$ cat src/rtl/mux_rr_arbiter.sv
// ---------------------------------------------------------------------------
// mux_rr_arbiter
//
// Purpose:
//   Shares one one-hot N_REQ:1 select mux among N_REQ valid/ready producers
//   and feeds a single-entry registered output stage toward one consumer.
//   The arbitration is round-robin by default: the scan starts at a rotating
//   pointer that moves to one past the most recent winner. At most one beat is
//   accepted per cycle. When the output register is draining in the same
//   cycle, a new beat can be accepted, so throughput is one beat per cycle.
//
// Build option:
//   MUX_ARB_FIXED_PRIO_EN
//     When defined, the lowest valid index wins (index 0 has the highest
//     priority) and the pointer stays at 0.
//     When undefined, round-robin arbitration is used.
//     Ports, latency and handshake are the same in both builds.
//
// Parameters:
//   N_REQ   number of requesters (>= 2)
//   W_DATA  data width of one requester beat
//
// Ports:
//   clk_i        rising-edge clock
//   rst_i        asynchronous active-high reset
//   req_valid_i  per-requester valid
//   req_data_i   packed requester data, slice k = [k*W_DATA +: W_DATA]
//   req_ready_o  per-requester ready (equal to grant_o)
//   grant_o      one-hot mux select of the current winner, 0 if none
//   out_valid_o  output register holds a beat
//   out_data_o   registered winning data
//   out_src_o    registered index of the winning requester
//   out_ready_i  downstream accepts the held beat
// ---------------------------------------------------------------------------
module mux_rr_arbiter #(
    parameter int N_REQ  = 4,
    parameter int W_DATA = 8
) (
    input  logic                       clk_i,
    input  logic                       rst_i,
    input  logic [N_REQ-1:0]           req_valid_i,
    input  logic [N_REQ*W_DATA-1:0]    req_data_i,
    output logic [N_REQ-1:0]           req_ready_o,
    output logic [N_REQ-1:0]           grant_o,
    output logic                       out_valid_o,
    output logic [W_DATA-1:0]          out_data_o,
    output logic [$clog2(N_REQ)-1:0]   out_src_o,
    input  logic                       out_ready_i
);

    localparam int SRC_W = $clog2(N_REQ);

    typedef enum logic {
        ST_EMPTY = 1'b0,
        ST_FULL  = 1'b1
    } state_t;

    state_t             state_q, state_d;
    logic [W_DATA-1:0]  data_q, data_d;
    logic [SRC_W-1:0]   src_q, src_d;
    logic [SRC_W-1:0]   ptr_q, ptr_d;

    logic               load_en;
    logic               found;
    logic [SRC_W-1:0]   winner;
    logic [N_REQ-1:0]   win_onehot;
    logic               accept;
    logic [W_DATA-1:0]  mux_data;
    logic [W_DATA-1:0]  masked_data [N_REQ];

    // The output register can take a new beat if it is empty or if it is
    // draining this cycle.
    assign load_en = (state_q == ST_EMPTY) || out_ready_i;

    // -----------------------------------------------------------------------
    // Winner selection
    // -----------------------------------------------------------------------
`ifdef MUX_ARB_FIXED_PRIO_EN
    // Scan from the top down so the lowest valid index is written last.
    always_comb begin
        found  = 1'b0;
        winner = '0;
        for (int k = N_REQ - 1; k >= 0; k--) begin
            if (req_valid_i[k]) begin
                found  = 1'b1;
                winner = SRC_W'(k);
            end
        end
    end
`else
    // Scan ptr, ptr+1, ... with modulo wrap. The first valid requester wins.
    always_comb begin
        found  = 1'b0;
        winner = '0;
        for (int off = 0; off < N_REQ; off++) begin
            int idx;
            idx = int'(ptr_q) + off;
            if (idx >= N_REQ) begin
                idx = idx - N_REQ;
            end
            if (!found && req_valid_i[idx]) begin
                found  = 1'b1;
                winner = SRC_W'(idx);
            end
        end
    end
`endif

    // One-hot decode of the winner. Per-lane data masking forms the AND-OR mux.
    generate
        for (genvar gi = 0; gi < N_REQ; gi++) begin : g_lane
            assign win_onehot[gi]  = found && (winner == SRC_W'(gi));
            assign masked_data[gi] = req_data_i[gi*W_DATA +: W_DATA] & {W_DATA{grant_o[gi]}};
        end
    endgenerate

    always_comb begin
        mux_data = '0;
        for (int k = 0; k < N_REQ; k++) begin
            mux_data = mux_data | masked_data[k];
        end
    end

    // Grant is forced to zero while reset is held. This keeps an empty
    // output register from advertising ready during reset.
    assign grant_o     = (load_en && !rst_i) ? win_onehot : '0;
    assign req_ready_o = grant_o;
    assign accept      = |(req_valid_i & req_ready_o);

    // -----------------------------------------------------------------------
    // Next-state logic
    // -----------------------------------------------------------------------
    always_comb begin
        state_d = state_q;
        data_d  = data_q;
        src_d   = src_q;
        ptr_d   = ptr_q;

        if (accept) begin
            state_d = ST_FULL;
            data_d  = mux_data;
            src_d   = winner;
`ifdef MUX_ARB_FIXED_PRIO_EN
            ptr_d   = '0;
`else
            if (winner == SRC_W'(N_REQ - 1)) begin
                ptr_d = '0;
            end else begin
                ptr_d = winner + SRC_W'(1);
            end
`endif
        end else if ((state_q == ST_FULL) && out_ready_i) begin
            // The beat leaves with nothing to replace it.
            // The payload registers keep their stale value.
            state_d = ST_EMPTY;
        end
    end

    always_ff @(posedge clk_i or posedge rst_i) begin
        if (rst_i) begin
            state_q <= ST_EMPTY;
            data_q  <= '0;
            src_q   <= '0;
            ptr_q   <= '0;
        end else begin
            state_q <= state_d;
            data_q  <= data_d;
            src_q   <= src_d;
            ptr_q   <= ptr_d;
        end
    end

    assign out_valid_o = (state_q == ST_FULL);
    assign out_data_o  = data_q;
    assign out_src_o   = src_q;

endmodule

$ cat config.mk
export PLATFORM = sky130hd
export DESIGN_NAME = mux_rr_arbiter
export DESIGN_NICKNAME = d
export VERILOG_FILES = /design/src/rtl/mux_rr_arbiter.sv
export SDC_FILE = /design/constraint.sdc
export NUM_CORES = 1
export LEC_CHECK = 0
export CAP_MARGIN = 30
export CORE_MARGIN = 3
export CORE_UTILIZATION = 40
export CTS_BUF_LIST = sky130_fd_sc_hd__clkbuf_4
export CTS_CLUSTER_SIZE = 30
export DETAILED_ROUTE_END_ITERATION = 16
export GPL_TIMING_DRIVEN = 0
export MAX_ROUTING_LAYER = met4
export PLACE_DENSITY = 0.83
export SYNTH_ARGS = -nofsm -noshare
export SYNTH_HDL_FRONTEND = slang
export SYNTH_SLANG_ARGS = --single-unit
$ cat constraint.sdc
create_clock -name clk_i -period 6.65 [get_ports clk_i]
set_input_delay 1.33 -clock clk_i [delete_from_list [all_inputs] [get_ports clk_i]]
set_output_delay 1.33 -clock clk_i [all_outputs]
set_load 0.01 [all_outputs]
**After elaboration in Yosys (flattened, before gate mapping)**

Index checks and enable logic that the tools add are counted.

- Register bits after elaboration: 13
- Input port bits: 39
- Logic and storage cells: 77

- Add/subtract/negate cells: 8
- Order comparisons: 8
- Equal/unequal tests: 3
- Multiplexer cells: 28
- Bitwise gates (word level): 9
- Reduce and logical (&&, ||, !) cells: 17

Operators by type and width:

| kind | count |
|---|---|
| $lt A32 B4 Y1 const B | 4 |
| $mux W32 | 4 |
| $and A8 B8 Y8 | 4 |
| $or A8 B8 Y8 | 3 |
| $mux W1 | 14 |
| $sub A3 B3 Y4 const B | 3 |
| $mux W2 | 5 |
| $ge A3 B3 Y1 const B | 3 |
| $logic_and A1 B1 Y1 | 9 |
| $bmux W1 S2 | 4 |
| $add A2 B2 Y3 const B | 2 |
| $and A4 B4 Y4 | 1 |
| $eq A2 B2 Y1 const B | 2 |
| $logic_not A1 Y1 | 4 |
| $mux W4 | 1 |
| $reduce_or A4 Y1 | 1 |
| $sub A2 B3 Y4 const B | 1 |
| $add A2 B1 Y3 const B | 1 |
| $ge A2 B3 Y1 const B | 1 |
| $add A2 B1 Y2 const B | 1 |
| $eq A2 B1 Y1 const B | 1 |
| $logic_not A2 Y1 | 1 |
| $reduce_bool A2 Y1 | 1 |
| $logic_or A1 B1 Y1 | 1 |
| $not A1 Y1 | 1 |

**Logic depth before layout (Yosys ltp)**

- Word-level depth: 22
- Mapped depth: 10
- Mapped depth without buffers: 8

**Worst setup path before layout**

No wires, ideal clock.

- Kind: input to output
- Start: in req_valid_i[1]
- End: out req_ready_o[1]
- Arrival time: 2735 ps
- Required time: 5320 ps
- Path slack: 2585 ps
- Stages on the path: 8
- Path buffers: 2
- Path through: a21boi_0 > o22ai_1 > a21oi_1 > ha_1 > buf_1 > inv_1 > nor2_1 > buf_4

- Cells in the longest elaborated chain, start to end: 16

RTL lines:

| what | line | text |
|---|---|---|
| start: declaration | 41 | `input logic [N_REQ-1:0] req_valid_i,` |
| $bmux W1 S2 | 101 | `if (!found && req_valid_i[idx]) begin` |
| $mux W1 (not written as such) (2 in a row) | 101 |  |
| $mux W1 | 101 |  |
| $logic_not A1 Y1 | 101 |  |
| $logic_and A1 B1 Y1 | 101 |  |
| $mux W1 | 101 |  |
| $logic_not A1 Y1 | 101 |  |
| $logic_and A1 B1 Y1 | 101 |  |
| $mux W1 | 101 |  |
| $logic_not A1 Y1 | 101 |  |
| $logic_and A1 B1 Y1 | 101 |  |
| $mux W2 (*) | 101 |  |
| named net winner[0] | 65 | `logic [SRC_W-1:0] winner;` |
| $eq A2 B1 Y1 (*) | 112 | `assign win_onehot[gi] = found && (winner == SRC_W'(gi));` |
| $logic_and A1 B1 Y1 (*) | 112 |  |
| $mux W4 (*) | 126 | `assign grant_o = (load_en && !rst_i) ? win_onehot : '0;` |
| end: declaration | 43 | `output logic [N_REQ-1:0] req_ready_o,` |

Mark *: on every way through the listed nets, which the timed path passes. The rest lies on a longest branch. The select of a mux whose other input is x is not followed.

**Worst setup path in the final report**

- Start: in req_valid_i[1]
- End: out req_ready_o[3]

- Cells in the longest elaborated chain, start to end: 16

RTL lines:

| what | line |
|---|---|
| $bmux W1 S2 | 101 |
| $mux W1 (not written as such) (2 in a row) | 101 |
| $mux W1 | 101 |
| $logic_not A1 Y1 | 101 |
| $logic_and A1 B1 Y1 | 101 |
| $mux W1 | 101 |
| $logic_not A1 Y1 | 101 |
| $logic_and A1 B1 Y1 | 101 |
| $mux W1 | 101 |
| $logic_not A1 Y1 | 101 |
| $logic_and A1 B1 Y1 | 101 |
| $mux W2 (*) | 101 |
| named net winner[0] | 65 |
| $eq A2 B2 Y1 (*) | 112 |
| $logic_and A1 B1 Y1 (*) | 112 |
| $mux W4 (*) | 126 |

Marked as above.

==> results by group <==
Critical path
  • CP dominant cell by count: clkdlybuf4s50_1
  • Highest-delay cell along the critical path: clkdlybuf4s50_1
  • Crit path max-delay family: buffers and inverters
  • Data required, critical path: ~5300 ps
  • Worst path cell trace: clkdlybuf4s50_1 -> a21boi_0 -> o22ai_1 -> a21oi_1 -> ha_1 -> buf_1 -> inv_1 -> nor2_1 -> buf_4 -> clkdlybuf4s50_1
  • CP Class: in2out
  • CP max stage delay: just under 600 ps
  • WP data arrival: between 4000 and 5000 ps
  • Startpoint types: input pin
  • CP Buf/Inv Count: 5
  • Crit. End Element: output pin
  • Critical Path Fanout Max: 10

CTS
  • Post-CTS setup buffers: 0
  • Clk slew on worst S/H paths: about 80 ps
  • H-tree Lvls: 1
  • Root Buffer: clkbuf_4
  • Post-cts sizing count: 0
  • Hold Buf Count CTS: 0
  • Clock Sinks: 13
  • CTS tree: built
  • Num CTS Buffers: 3
  • Clock Path Buffers: 2
  • Worst-Skew Late Latency: between 200 and 300 ps

Synth
  • Unique cell type count in the Yosys netlist: 22
  • Yosys reg bits: 13
  • Synth area leader: dfrtp_1
  • Async S/R FF share, synth: 100%
  • Synthesized area per cell: roughly 10 sq um
  • Commonest cells post-synth: a22oi_1 (18), dfrtp_1 (13), a21oi_1 (11), inv_1 (9), mux2_4 (8)
  • Syn Std Cell Area: ~900 sq um
  • Cell with the most instances after synthesis: a22oi_1
  • Register area share after synthesis: about a third
  • Syn_nets: roughly 140
  • Yosys warning count: 0
  • Post-synth EDFFs: 0
  • Mapped Cells: 92
  • Primary FF master, synth: dfrtp_1
  • Main area contributors after synthesis: dfrtp_1 (35%), a22oi_1 (15%), mux2_4 (13%)
  • Yosys top cell area share: a little over a third

Die
  • Core ar.: 2080 sq um
  • DIE AREA: 2930 sq um
  • Chip height: 54.1 microns
  • I/O pins: 58
  • # rows: 16
  • Die X-Extent: ~54 microns
  • Initial Utilization: between 40% and 50%

Hold path
  • Hold Crit Class: reg2reg

Timing
  • RSZ-0062 raised after global routing: false
  • Worst slew margin: 65.9%
  • F_max: 0.184 GHz
  • Final hold vios: 0
  • Worst slew pin tran: ~510 ps
  • Skew final: around 0.9 ps
  • Final critical-path share of the clock period: approximately four fifths
  • Tmin final: ~5400 ps
  • Fin. max-slew vios: 0
  • Endpoints failing setup: 0
  • Accumulated negative setup slack: 0 ps

Final layout
  • Layout cells sized above 1: 14.4%
  • Final cell area excluding filler cells: about 1600 sq um
  • ANT cells: 0
  • Area Overhead vs Synth: 68.5%
  • # nets final: between 150 and 200

Drt
  • Total Routed Length: 2910 microns
  • Avg WL per Cell: 16.2 microns
  • Initial DRT Pass Iterations: 4
  • Vias after detailed routing: around 950
  • Antenna Nets Post-Route: 0
  • # DRC: 0
  • Vias/cell: approximately 5.3
  • Number of DRC violations after detailed-routing iteration 0: 20

Pwr
  • Pwr dens: roughly 330 nW/um^2
  • Leakage power figure: 0.683 nW
  • VDD IR max: between 0.2 and 0.25 mV
  • Total power: around 510 uW

Placement
  • Placed instance area: 1530 sq um
  • Post-DP HPWL: around 2300 microns
  • GP Congestion: between 0.8 and 0.9
  • I/O Buffers: between 50 and 60

Global routing
  • First-pass GRT wire length: about 4300 microns
  • Initial antenna violation count: 0
  • Largest net degree at the start of global routing: 14
  • Number of global-route vias before repair: between 900 and 1k
  • GRT overflow: 0
  • GRT Resource Usage Total: 21.3%

Run status
  • Outcome: finished clean

Flow run
  • Max-Cap Viols: 0
## kinds of logic (layout without fill, tap and decap cells)
group,after synthesis,in the layout,synth area share [%]
buffers and inverters,19,80,10.1
and+or+nand+nor,9,9,5.27
muxes,13,13,18.8
DFF,13,13,35.1
AOI/OAI and AO/OA,34,34,25.3
adders and majority gates,4,4,5.41
## metal layers
layer	global-route usage, %	wire, microns	vias up
met3	5.54	300	4
li1	-	-	452
met1	20.5	1110	445
met5	-	0	-
met2	40.5	1460	50
met4	7.05	38	0
## layout make-up
class                           instances  area, sq um
Buffer                                 10         60.1
Clock buffer                            4         30.0
Fill cell                             163          522
Inverter                                9         33.8
Multi-Input combinational cell         60          507
Sequential cell                        13          325
Tap cell                               27         33.8
Timing Repair Buffer                   57          571
## report_power, final
group	switching [mW]	leakage (nW)	internal, mW
combinational	0.140	0.498	0.182
sequential	0.0225	0.166	0.115
clock	0.0264	0.0184	0.0274
## worst register-to-register path, stage by stage (launching register included)
cell,delay (ps)
dfrtp_1,450
a21boi_0,220
o22ai_1,110
a21oi_1,370
inv_1,120
ha_1,210
buf_1,240
a22oi_1,300
a21o_4,190
buf_6,180
mux2_4,320
## metrics by stage
stage          utilization, %  worst slack [ps]  instances  hold slack [ps]
2_1_floorplan               -              2580         92              527
3_3_place_gp             73.5              1360        176              492
3_5_place_dp             73.5              1200        176              493
4_1_cts                  74.9              1190        180              517
5_1_grt                  74.9              1020        180              529
6_report                 74.9              1200        180              514
## cells in the final DEF (no fill, tap or decap)
master,count
dfrtp_1,13
mux2i_1,2
a21boi_0,1
mux2_4,8
a21oi_1,11
nor2b_1,1
o21ai_0,1
o22ai_1,1
ha_1,4
mux2_2,3
buf_6,1
a21o_4,1
buf_4,4
clkbuf_4,4
nand2b_1,1
nor4_1,1
clkdlybuf4s50_1,57
o2bb2a_1,1
inv_1,9
buf_1,4
clkbuf_1,1
nor2_1,5
or3_4,1
a22oi_1,18
## registers in the layout (all words and copies together) (netlist names)
| register | flops |
|---|---|
| out_src_o | 2 |
| out_data_o | 8 |
| ptr_q | 2 |
| out_valid_o | 1 |
## path summary, 6_finish.rpt
kind	from	to	slack, ps	depth (start not counted)
worst max-delay path	req_valid_i[1]	req_ready_o[3]	1200	10
worst min-delay path	out_data_o[5]	out_data_o[5]	510	1
worst max register to register	ptr_q[1]	out_data_o[4]	3830	10
worst min register to register	out_data_o[5]	out_data_o[5]	510	1
max in group asynchronous	rst_i	out_data_o[2]	4890	2
min in group asynchronous	rst_i	out_data_o[7]	1420	2
No activity file was read; power rests on OpenSTA's default activity.
